<file path="src/rtl/qar_gpio_ctrl.sv">
// qar_gpio_ctrl: memory-mapped GPIO with synchronised inputs, atomic set/clear/toggle
// writes on OUT, and per-pin edge-detect interrupts with sticky write-one-to-clear status.
module qar_gpio_ctrl #(
  parameter int WIDTH       = 32,
  parameter int SYNC_STAGES = 2,
  parameter int ADDR_WIDTH  = 6
) (
  input  logic                  clk,
  input  logic                  rst,
  input  logic                  mem_valid,
  input  logic                  mem_we,
  input  logic [ADDR_WIDTH-1:0] mem_addr,
  input  logic [31:0]           mem_wdata,
  output logic                  mem_ready,
  output logic [31:0]           mem_rdata,
  input  logic [WIDTH-1:0]      gpio_in,
  output logic [WIDTH-1:0]      gpio_out,
  output logic [WIDTH-1:0]      gpio_dir,
  output logic                  irq
);

  localparam int OW = ADDR_WIDTH - 2;

  localparam logic [OW-1:0] OFF_DIR  = OW'(4'h0);
  localparam logic [OW-1:0] OFF_OUT  = OW'(4'h1);
  localparam logic [OW-1:0] OFF_IN   = OW'(4'h2);
  localparam logic [OW-1:0] OFF_SET  = OW'(4'h3);
  localparam logic [OW-1:0] OFF_CLR  = OW'(4'h4);
  localparam logic [OW-1:0] OFF_TGL  = OW'(4'h5);
  localparam logic [OW-1:0] OFF_EN   = OW'(4'h6);
  localparam logic [OW-1:0] OFF_RISE = OW'(4'h7);
  localparam logic [OW-1:0] OFF_BOTH = OW'(4'h8);
  localparam logic [OW-1:0] OFF_STAT = OW'(4'h9);

  localparam logic ST_IDLE = 1'b0;
  localparam logic ST_RESP = 1'b1;

  logic             state_r;
  logic [31:0]      rdata_r;
  logic [WIDTH-1:0] dir_r;
  logic [WIDTH-1:0] out_r;
  logic [WIDTH-1:0] en_r;
  logic [WIDTH-1:0] rise_r;
  logic [WIDTH-1:0] both_r;
  logic [WIDTH-1:0] status_r;
  logic [WIDTH-1:0] sync_r [SYNC_STAGES];
  logic [WIDTH-1:0] prev_r;

  logic [OW-1:0]    off_s;
  logic             acc_s;
  logic             wr_s;
  logic [WIDTH-1:0] wdata_s;
  logic [WIDTH-1:0] sync_in_s;
  logic [WIDTH-1:0] rise_s;
  logic [WIDTH-1:0] fall_s;
  logic [WIDTH-1:0] evt_s;
  logic [WIDTH-1:0] w1c_s;
  logic [31:0]      rdata_s;
  logic             unused_s;

  assign off_s     = mem_addr[ADDR_WIDTH-1:2];
  assign acc_s     = (state_r == ST_IDLE) && mem_valid;
  assign wr_s      = acc_s && mem_we;
  assign wdata_s   = mem_wdata[WIDTH-1:0];
  assign unused_s  = ^{mem_addr[1:0], mem_wdata};

  assign sync_in_s = sync_r[SYNC_STAGES-1];
  assign rise_s    = sync_in_s & ~prev_r;
  assign fall_s    = ~sync_in_s & prev_r;
  // BOTH takes precedence over RISE for each pin.
  assign evt_s     = en_r & ((both_r & (rise_s | fall_s)) |
                             (~both_r & rise_r & rise_s) |
                             (~both_r & ~rise_r & fall_s));
  assign w1c_s     = (wr_s && (off_s == OFF_STAT)) ? wdata_s : {WIDTH{1'b0}};

  assign mem_ready = (state_r == ST_RESP);
  assign mem_rdata = rdata_r;
  assign gpio_out  = out_r;
  assign gpio_dir  = dir_r;
  assign irq       = |(status_r & en_r);

  // Read-data mux; write-only and unmapped offsets read as zero.
  always_comb begin
    rdata_s = 32'd0;
    case (off_s)
      OFF_DIR:  rdata_s = 32'(dir_r);
      OFF_OUT:  rdata_s = 32'(out_r);
      OFF_IN:   rdata_s = 32'(sync_in_s);
      OFF_EN:   rdata_s = 32'(en_r);
      OFF_RISE: rdata_s = 32'(rise_r);
      OFF_BOTH: rdata_s = 32'(both_r);
      OFF_STAT: rdata_s = 32'(status_r);
      default:  rdata_s = 32'd0;
    endcase
  end

  // Handshake FSM: accept in IDLE, present ready/rdata for one cycle in RESP.
  always_ff @(posedge clk or posedge rst) begin
    if (rst) begin
      state_r <= ST_IDLE;
      rdata_r <= 32'd0;
    end else begin
      case (state_r)
        ST_IDLE: begin
          if (mem_valid) begin
            state_r <= ST_RESP;
            rdata_r <= mem_we ? 32'd0 : rdata_s;
          end else begin
            state_r <= ST_IDLE;
            rdata_r <= 32'd0;
          end
        end
        ST_RESP: begin
          state_r <= ST_IDLE;
          rdata_r <= 32'd0;
        end
        default: begin
          state_r <= ST_IDLE;
          rdata_r <= 32'd0;
        end
      endcase
    end
  end

  // Bus-writable configuration and output registers, OUT with atomic set/clear/toggle.
  always_ff @(posedge clk or posedge rst) begin
    if (rst) begin
      dir_r  <= {WIDTH{1'b0}};
      out_r  <= {WIDTH{1'b0}};
      en_r   <= {WIDTH{1'b0}};
      rise_r <= {WIDTH{1'b0}};
      both_r <= {WIDTH{1'b0}};
    end else if (wr_s) begin
      case (off_s)
        OFF_DIR:  dir_r  <= wdata_s;
        OFF_OUT:  out_r  <= wdata_s;
        OFF_SET:  out_r  <= out_r | wdata_s;
        OFF_CLR:  out_r  <= out_r & ~wdata_s;
        OFF_TGL:  out_r  <= out_r ^ wdata_s;
        OFF_EN:   en_r   <= wdata_s;
        OFF_RISE: rise_r <= wdata_s;
        OFF_BOTH: both_r <= wdata_s;
        default:  dir_r  <= dir_r;
      endcase
    end else begin
      dir_r <= dir_r;
    end
  end

  // Sticky status: a new event in the same cycle as its W1C keeps the bit set.
  always_ff @(posedge clk or posedge rst) begin
    if (rst) begin
      status_r <= {WIDTH{1'b0}};
    end else begin
      status_r <= (status_r & ~w1c_s) | evt_s;
    end
  end

  // Input synchroniser chain plus one-cycle history for edge detection.
  always_ff @(posedge clk or posedge rst) begin
    if (rst) begin
      for (int i = 0; i < SYNC_STAGES; i++) begin
        sync_r[i] <= {WIDTH{1'b0}};
      end
      prev_r <= {WIDTH{1'b0}};
    end else begin
      sync_r[0] <= gpio_in;
      for (int i = 1; i < SYNC_STAGES; i++) begin
        sync_r[i] <= sync_r[i-1];
      end
      prev_r <= sync_in_s;
    end
  end

endmodule

</file>
<file path="config.mk">
export PLATFORM = sky130hd
export DESIGN_NAME = qar_gpio_ctrl
export DESIGN_NICKNAME = d
export VERILOG_FILES = /design/src/rtl/qar_gpio_ctrl.sv
export SDC_FILE = /design/constraint.sdc
export NUM_CORES = 1
export LEC_CHECK = 0
export CAP_MARGIN = 20
export CORE_UTILIZATION = 40
export DETAILED_ROUTE_END_ITERATION = 6
export SYNTH_ARGS = -nofsm -noshare
export SYNTH_HDL_FRONTEND = slang
export SYNTH_SLANG_ARGS = --single-unit
</file>
<file path="constraint.sdc">
create_clock -name clk -period 12.3 [get_ports clk]
set_input_delay 3.075 -clock clk [delete_from_list [all_inputs] [get_ports clk]]
set_output_delay 3.075 -clock clk [all_outputs]
set_load 0.01 [all_outputs]
</file>
Word-level counts from Yosys, hierarchy flattened
Cells that the tools add are included.
{"block": "totals", "reg_bits": 321, "inputBits": 74, "out_inout_bits": 98, "wordCells": 63}
{"block": "classes", "n_eq_ne": 9, "mux": 8, "n_bitwise": 24, "n_reduce_logical": 11}
{"operator": "AND 32 bit", "n": 11}
{"operator": "one-hot mux 32 bit (7 select lines)", "n": 1}
{"operator": "inverter 32 bit", "n": 6}
{"operator": "OR 32 bit", "n": 5}
{"operator": "one-hot mux 32 bit (4 select lines)", "n": 1}
{"operator": "two-way mux 32 bit", "n": 3}
{"operator": "one-hot mux 32 bit (2 select lines)", "n": 1}
{"operator": "OR reduction 32 bit", "n": 1}
{"operator": "XOR 32 bit", "n": 1}
{"operator": "equality test 4 x 3 -> 1 bit (second input constant)", "n": 4}
{"operator": "AND reduction 2 bit", "n": 5}
{"operator": "equality test 4 x 2 -> 1 bit (second input constant)", "n": 2}
{"operator": "equality test 4 bit (second input constant)", "n": 2}
{"operator": "equality test 4 x 1 -> 1 bit (second input constant)", "n": 1}
{"operator": "logical NOT 4 bit", "n": 1}
{"operator": "nonzero test 4 bit", "n": 1}
{"operator": "logical AND 1 bit", "n": 3}
{"operator": "one-hot mux 1 bit (2 select lines)", "n": 1}
{"operator": "two-way mux 1 bit", "n": 1}
{"operator": "inverter 1 bit", "n": 1}

Depth between registers and ports, before layout
{"block": "depth", "ltp_word": 8, "depth_mapped": 8, "depth_no_buf": 6}

Worst setup path before layout
OpenSTA, ideal clock, no wires.
{"block": "synth_path", "kind": "input port to flip-flop", "from": "input port mem_addr[4]", "to": "register both_r[0]", "setup_time_ns": 0.125, "arrival_time_ns": 4.440, "required_ns": 12.175, "path_slack_ns": 7.735, "stages": 6, "n_path_buf": 3, "path_cell_list": "buf_2 > nor4b_2 > nor2b_1 > clkbuf_2 > buf_4 > mux2_2"}
{"block": "synth_between", "elab_chain_cells": 2}
{"element": "start, declared", "line_no": "12", "source": "input logic [ADDR_WIDTH-1:0] mem_addr,"}
{"element": "equality test 4 bit", "line_no": "134", "source": "case (off_s)"}
{"element": "AND reduction 2 bit (no line)"}
{"element": "end signal, assigned", "line_no": "132", "source": "both_r <= {WIDTH{1'b0}};"}
{"element": "end signal, assigned", "line_no": "142", "source": "OFF_BOTH: both_r <= wdata_s;"}
{"element": "end, declared", "line_no": "44", "source": "logic [WIDTH-1:0] both_r;"}
Every way passes these cells.
A chain may end at the register's enable or synchronous reset.

Final worst setup path
{"block": "layout_path", "from": "input port mem_addr[4]", "to": "register rise_r[25]"}
{"block": "layout_between", "elab_chain_cells": 2}
{"element": "equality test 4 x 3 -> 1 bit", "line_no": "134"}
{"element": "AND reduction 2 bit (no line)"}
{"element": "end signal, assigned", "line_no": "131", "source": "rise_r <= {WIDTH{1'b0}};"}
{"element": "end signal, assigned", "line_no": "141", "source": "OFF_RISE: rise_r <= wdata_s;"}
{"element": "end, declared", "line_no": "43", "source": "logic [WIDTH-1:0] rise_r;"}
Every way passes these cells.

==> key figures <==
Timing
  – Hold Vio Cnt, Final: 0
  – Worst Skew: 0.01848 ns
  – Pins Over Slew Limit: 0
  – Fin crit share: 48.82%
  – Final worst slack: 6.295 ns
  – Sum Neg Setup Slack: 0 ns
  – Worst Max-Slew Pin Slew: 1.141 ns
  – Finish-stage setup viols: 0
  – RSZ-0062 raised after global routing: false
  – Final Critical Period: 6.005 ns
  – Relative slew slack: 23.74%
  – Fin Hold WS: 0.3332 ns
  – FMAX: 166.5 MHz

Hold path
  – WHS Path Cells: 0
  – Hold Path Class: register to register
  – Worst Min Path Start: sync_r[42]
  – Worst Hold End: sync_in_s[10]

Synth
  – Synth Register Bits: 321
  – Syn Inst Count: 1271
  – Syn_area_per_cell: 12.02 um2
  – Register area share after synthesis: 52.56%
  – Synth area leader: dfrtp_1
  – Yosys warns: 0
  – Ranking of synthesized cells by area: dfrtp_1 53%, ha_1 10%, mux2_2 8.0%
  – Most common cell in the netlist: dfrtp_1
  – FFs w/ async S/R, synth: 100.0%
  – Synthesized area: 15280 um2
  – Yosys cell types: 39
  – Synthesized Nets: 1473
  – Synth cell count leaders: 321 x dfrtp_1, 130 x inv_1, 128 x ha_1, 109 x mux2_2, 92 x a21oi_1
  – Top cell type's share of synthesized area: 52.56%
  – Prevailing post-synth register cell: dfrtp_1
  – EDFF count, synth: 0

Global routing
  – Pin count of the biggest net entering global routing: 154
  – Total congestion overflow: 0
  – First-pass GRT wire length: 66.14 mm
  – GRT Total Usage: 22.56%
  – Number of global-route vias before repair: 10885
  – Initial antenna violation count: 1

Final layout
  – Register area: 8033 um2
  – Multi-input logic area: 6479 um2
  – Layout cells sized above 1: 13.59%
  – Fillers: 3451
  – Nets: 1629
  – Diodes inserted: 0
  – Area growth from synthesis to final layout: 21.92%

Setup path
  – Crit. End Element: register
  – CP required: 12.72 ns
  – Reg2reg setup slack: 9.65 ns
  – Critical path class: input pin to register
  – R2R depth: 4
  – Worst r2r src: mem_ready
  – Worst Path Arrival: 6.42 ns
  – RR Endpoint: rise_r[25]
  – Critical path startpoint category: input pin
  – Critical path fanouts, max: 33

Routing
  – DRT Pass-1 Iters: 7
  – Post-route ant nets: 0
  – DR WL/cell: 21.98 um
  – Vias: 10962
  – Iter 0 DRT Violations: 842
  – DR DRC count: 0
  – Via density: 5.590
  – Final wirelength: 43.10 mm

Floorplan
  – Chip Height: 197.5 um
  – Die area: 38990 um2
  – Ports: 172
  – Die Wd: 197.5 um
  – Starting density of the core: 40.58%
  – Core Area: 37670 um2
  – Cell Rows: 71

Flow run
  – Maxcap violations: 0

CTS
  – Clock Latency Late Sink: 0.55 ns
  – Clock sink total: 321
  – Clock transition at the registers of the reported paths: 0.06 ns
  – # resized after CTS: 0
  – Post-cts hold buffer count: 0
  – Clock tree buffer depth: 3
  – CTS tree: built
  – CTS root buf: clkbuf_16
  – Setup bufs post-CTS: 0
  – H-tree depth: 2
  – Total CTS buffers: 38

Placement
  – DPL Wire Length: 25.51 mm
  – Port Buf Inserts: 169
  – Dpl ws: 5.797 ns
  – Placer Congestion: 0.7675

Run status
  – Status: complete, no violations

Power and ir drop
  – Leakage: 0.008573 uW
  – Largest vdd supply drop: 78.28 uV
  – Power density over the cells: 161.3 nW/um2
==> metrics by stage <==
step                      power (uW)  area [um2]  utilization, %  cells
after floorplan                 1679       15280               -   1271
after global placement          1933       17480           46.41   1898
after detailed placement        1961       17480           46.41   1898
after CTS                       3044       18630           49.47   1961
after global routing            3159       18630           49.47   1961
final                           3006       18630           49.47   1961
==> power by group <==
part / switching [uW] / leakage (uW) / internal [uW]
Sequential: 193 / 0.00393 / 1220
Clock: 435 / 0.000566 / 629
Combinational: 239 / 0.00407 / 289
Total: 867 / 0.00857 / 2140
==> worst max-delay path: stages <==
cell and delay (ns):
clkdlybuf4s50_1 0.99, and4b_1 0.30, buf_4 0.51, nor2b_4 0.70, buf_4 0.44, mux2_2 0.38
==> worst max path at each step <==
stage,from,to,slack [ns],cells past startpoint
after CTS,mem_addr[4],rise_r[25],6.36,6
final,mem_addr[4],rise_r[25],6.29,6
after global placement,mem_addr[4],rise_r[25],5.81,6
after floorplan,rst,both_r[0],0.34,1
after detailed placement,mem_addr[4],rise_r[31],5.80,6
after global routing,mem_addr[4],rise_r[19],6.23,6
==> per-layer routing <==
metal	share of wire, %	vias up	global-route usage, %
li1	-	4930	-
met1	44	5589	30.68
met2	47	357	36.42
met3	5.4	86	3.022
met4	3.1	0	8.900
met5	0	-	0
==> logic make-up (layout without fill, tap and decap cells) <==
kind of cell               after synthesis  count (layout)  share of synthesized area, %
DFF                                    321             321                         52.56
and+or+nand+nor                        122             122                         4.282
muxes                                  160             160                         11.53
buffers and inverters                  201             380                         5.591
adders and majority gates              128             128                         10.48
AOI/OAI and AO/OA                      339             339                         15.56
==> layout by cell type, fill, tap and decap left out, drive strengths merged, types with 2 or more instances in the layout <==
cell type,n
dfrtp,321
a22oi,80
nand2,32
nand4,4
a211oi,32
mux2,128
nor4b,2
a21oi,97
ha,128
inv,130
a222oi,32
clkinv,4
o22ai,32
nor2,33
clkbuf,59
a31oi,32
a22o,32
buf,19
nor2b,39
mux2i,32
clkdlybuf4s50,168
==> sequential cells by signal (all words and copies together), names as in the netlist <==
register   flops
both_r        32
mem_ready      1
sync_r        32
rise_r        32
en_r          32
prev_r        32
sync_in_s     32
gpio_out      32
mem_rdata     32
status_r      32
gpio_dir      32
==> cell type report <==
cell class / instances / share of cell area [%]
Multi-Input combinational cell: 749 / 34.77
Clock buffer: 59 / 6.083
Timing Repair Buffer: 187 / 9.844
Tap cell: 511 / 3.431
Inverter: 130 / 2.659
Clock inverter: 4 / 0.1074
Sequential cell: 321 / 43.11
No activity file was read; power rests on OpenSTA's default activity.
==> RTL change, RTL diff (same settings) <==
Register the output `irq`, cleared by the reset; this adds one clock of latency there. The other outputs are not delayed to match.
--- a/src/rtl/qar_gpio_ctrl.sv
+++ b/src/rtl/qar_gpio_ctrl.sv
@@ -77,7 +77,13 @@
   assign mem_rdata = rdata_r;
   assign gpio_out  = out_r;
   assign gpio_dir  = dir_r;
-  assign irq       = |(status_r & en_r);
+  always_ff @(posedge clk or posedge rst) begin
+    if (rst) begin
+      irq <= '0;
+    end else begin
+      irq <= |(status_r & en_r);
+    end
+  end
 
   // Read-data mux; write-only and unmapped offsets read as zero.
   always_comb begin
Function: no difference found for any inputs over 4 cycles, from zero or initial values and one cycle with rst high; that may be too few to reach the edited logic, so the function may still have changed.
==> RTL change against the original RTL <==
  * Utilization up 0.24 points
  * Routed wire length down 1.6%
  * Cell count rose by 0.20%
  * Worst setup slack worse by 0.039 ns
  * Global-route usage shrank 0.22 points
  * Sequential cell count grew 1
  * First-iteration DRC count is 0.83% lower
  * Worst hold slack improved by 0.013 ns
  * Synthesized area is 0.24% lower
  * Final area is 0.24% higher
  * Power down 0.18%
  * Critical path type unchanged
  * Largest cell class unchanged
  * Highest routed layer is now met5
==> RTL change: results (changes against the original RTL) <==
Run status
  • Status: finished, final reports clean (unchanged)

Place
  • IO Port Bufs: 169 (unchanged)
  • Post-DP HPWL: 25.5 mm (about the same)
  • Final Wtd Congestion: 0.785 (was 0.768)
  • Place WS: 5.69 ns (was 5.80 ns)

Critical path
  • Critical path peak fanout: 33 (unchanged)
  • Flop-to-flop setup slack: 9.66 ns (was 9.65 ns)
  • Worst Setup EP: rise_r[7] (was rise_r[25])
  • Slowest stage delay, CP: 0.97 ns (was 0.99 ns)
  • RR Endpoint: gpio_dir[21] (was rise_r[25])
  • Worst EP arrival: 6.46 ns (was 6.42 ns)

Timing
  • Clock skew: 0.00792 ns (was 0.0185 ns)
  • Tcrit/Tclk final: 49.1% (was 48.8%)
  • Least-Margin Pin Slew: 0.966 ns (was 1.14 ns)

Clock network
  • Clk_lat worst skew: 0.53 ns (was 0.55 ns)
  • Reg clk slew, reported paths: 0.06 ns (about the same)
  • Post_cts resized: 0 (unchanged)
  • Total CTS buffers: 36 (was 38)
  • # Post-CTS Setup Buffers: 0 (unchanged)
  • CTS Root Cell: clkbuf_16 (unchanged)
  • CTS max path bufs: 3 (unchanged)

Synth
  • FFs w/ async S/R, synth: 100% (unchanged)
  • Top cells by count, synth: dfrtp_1 (322), inv_1 (130), ha_1 (128), mux2_2 (115), a21oi_1 (97) (was dfrtp_1 (321), inv_1 (130), ha_1 (128), mux2_2 (109), a21oi_1 (92))
  • Syn Nets: 1474 (was 1473)
  • Library cells used by synthesis: 33 (was 39)
  • Register area share after synthesis: 52.8% (was 52.6%)
  • Area contributors post-synth: dfrtp_1 (53%), ha_1 (11%), mux2_2 (8.5%) (was dfrtp_1 (53%), ha_1 (10%), mux2_2 (8.0%))

Global routing
  • Number of global-route vias before repair: 11.0k (was 10.9k)
  • Pin count of the biggest net entering global routing: 110 (was 154)
  • GRT Util Overall: 22.3% (was 22.6%)
  • First-pass GRT wire length: 66.2 mm (was 66.1 mm)

Route
  • DR vias: 10.9k (was 11.0k)
  • Initial DRC Count: 835 (was 842)
  • Drt wl/cell: 21.6 µm (was 22.0 µm)

Cells and area
  • Share of layout cells above drive strength 1: 13.9% (was 13.6%)
  • Layout net count: 1632 (was 1629)

Power
  • Peak supply drop: 0.0891 mV (was 0.0783 mV)
  • Pleak: 8.60 nW (was 8.57 nW)
[RTL change: cells by family (layout without fill, tap and decap cells)]
| group | after synthesis | count (layout) | share of synthesized area (%) |
|---|---|---|---|
| multiplexers | 160 | 160 | 11.6 |
| flip-flops | 322 | 322 | 52.8 |
| AO/OA/AOI/OAI | 339 | 339 | 15.5 |
| AND/OR/NAND/NOR | 122 | 122 | 4.26 |
| adder cells (fa/ha/maj) | 128 | 128 | 10.5 |
| buffers and inverters | 201 | 383 | 5.36 |
[RTL change: cell type report]
class	instances	area, µm²
Fill cell	3341	18900
Inverter	130	495
Tap cell	511	639
Sequential cell	322	8060
Clock buffer	59	1110
Timing Repair Buffer	191	1870
Clock inverter	3	40.0
Multi-Input combinational cell	749	6470
[RTL change: per-stage QoR]
step	cells	instance area, µm²	total power (W)	hold WS (ns)
floorplan	1272	15200	0.00168	0.331
global placement	1902	17500	0.00194	0.335
detailed placement	1902	17500	0.00196	0.335
CTS	1964	18700	0.00303	0.347
global route	1965	18700	0.00315	0.349
finish	1965	18700	0.00300	0.346
[RTL change: worst min-delay path by stage]
stage                           from            end  slack (ns)  cells past startpoint
after floorplan           sync_r[32]   sync_in_s[0]        0.33                      0
after global placement    sync_r[51]  sync_in_s[19]        0.33                      0
after detailed placement  sync_r[59]  sync_in_s[27]        0.33                      0
after CTS                 sync_r[59]  sync_in_s[27]        0.35                      0
after global routing      sync_r[59]  sync_in_s[27]        0.35                      0
final                     sync_r[59]  sync_in_s[27]        0.35                      0
[RTL change: worst max-delay path, delay by kind of cell]
family                 cells  cell delay (ns)
muxes                      1             0.38
buffers and inverters      3             1.90
and+or+nand+nor            3             1.08
[RTL change: report_power, final]
part	switching [W]	internal, W	total, W
registers	0.000190	0.00122	0.00141
logic	0.000240	0.000290	0.000530
clock network	0.000424	0.000633	0.00106
[RTL change: metal layers]
metal / vias to the layer above / part of all wire (%) / global-route usage (%)
met5: - / 0.019 / 0
met4: 2 / 2.2 / 6.69
met3: 70 / 7.0 / 4.37
met2: 380 / 45 / 34.7
met1: 5550 / 45 / 31.6
li1: 4918 / - / -
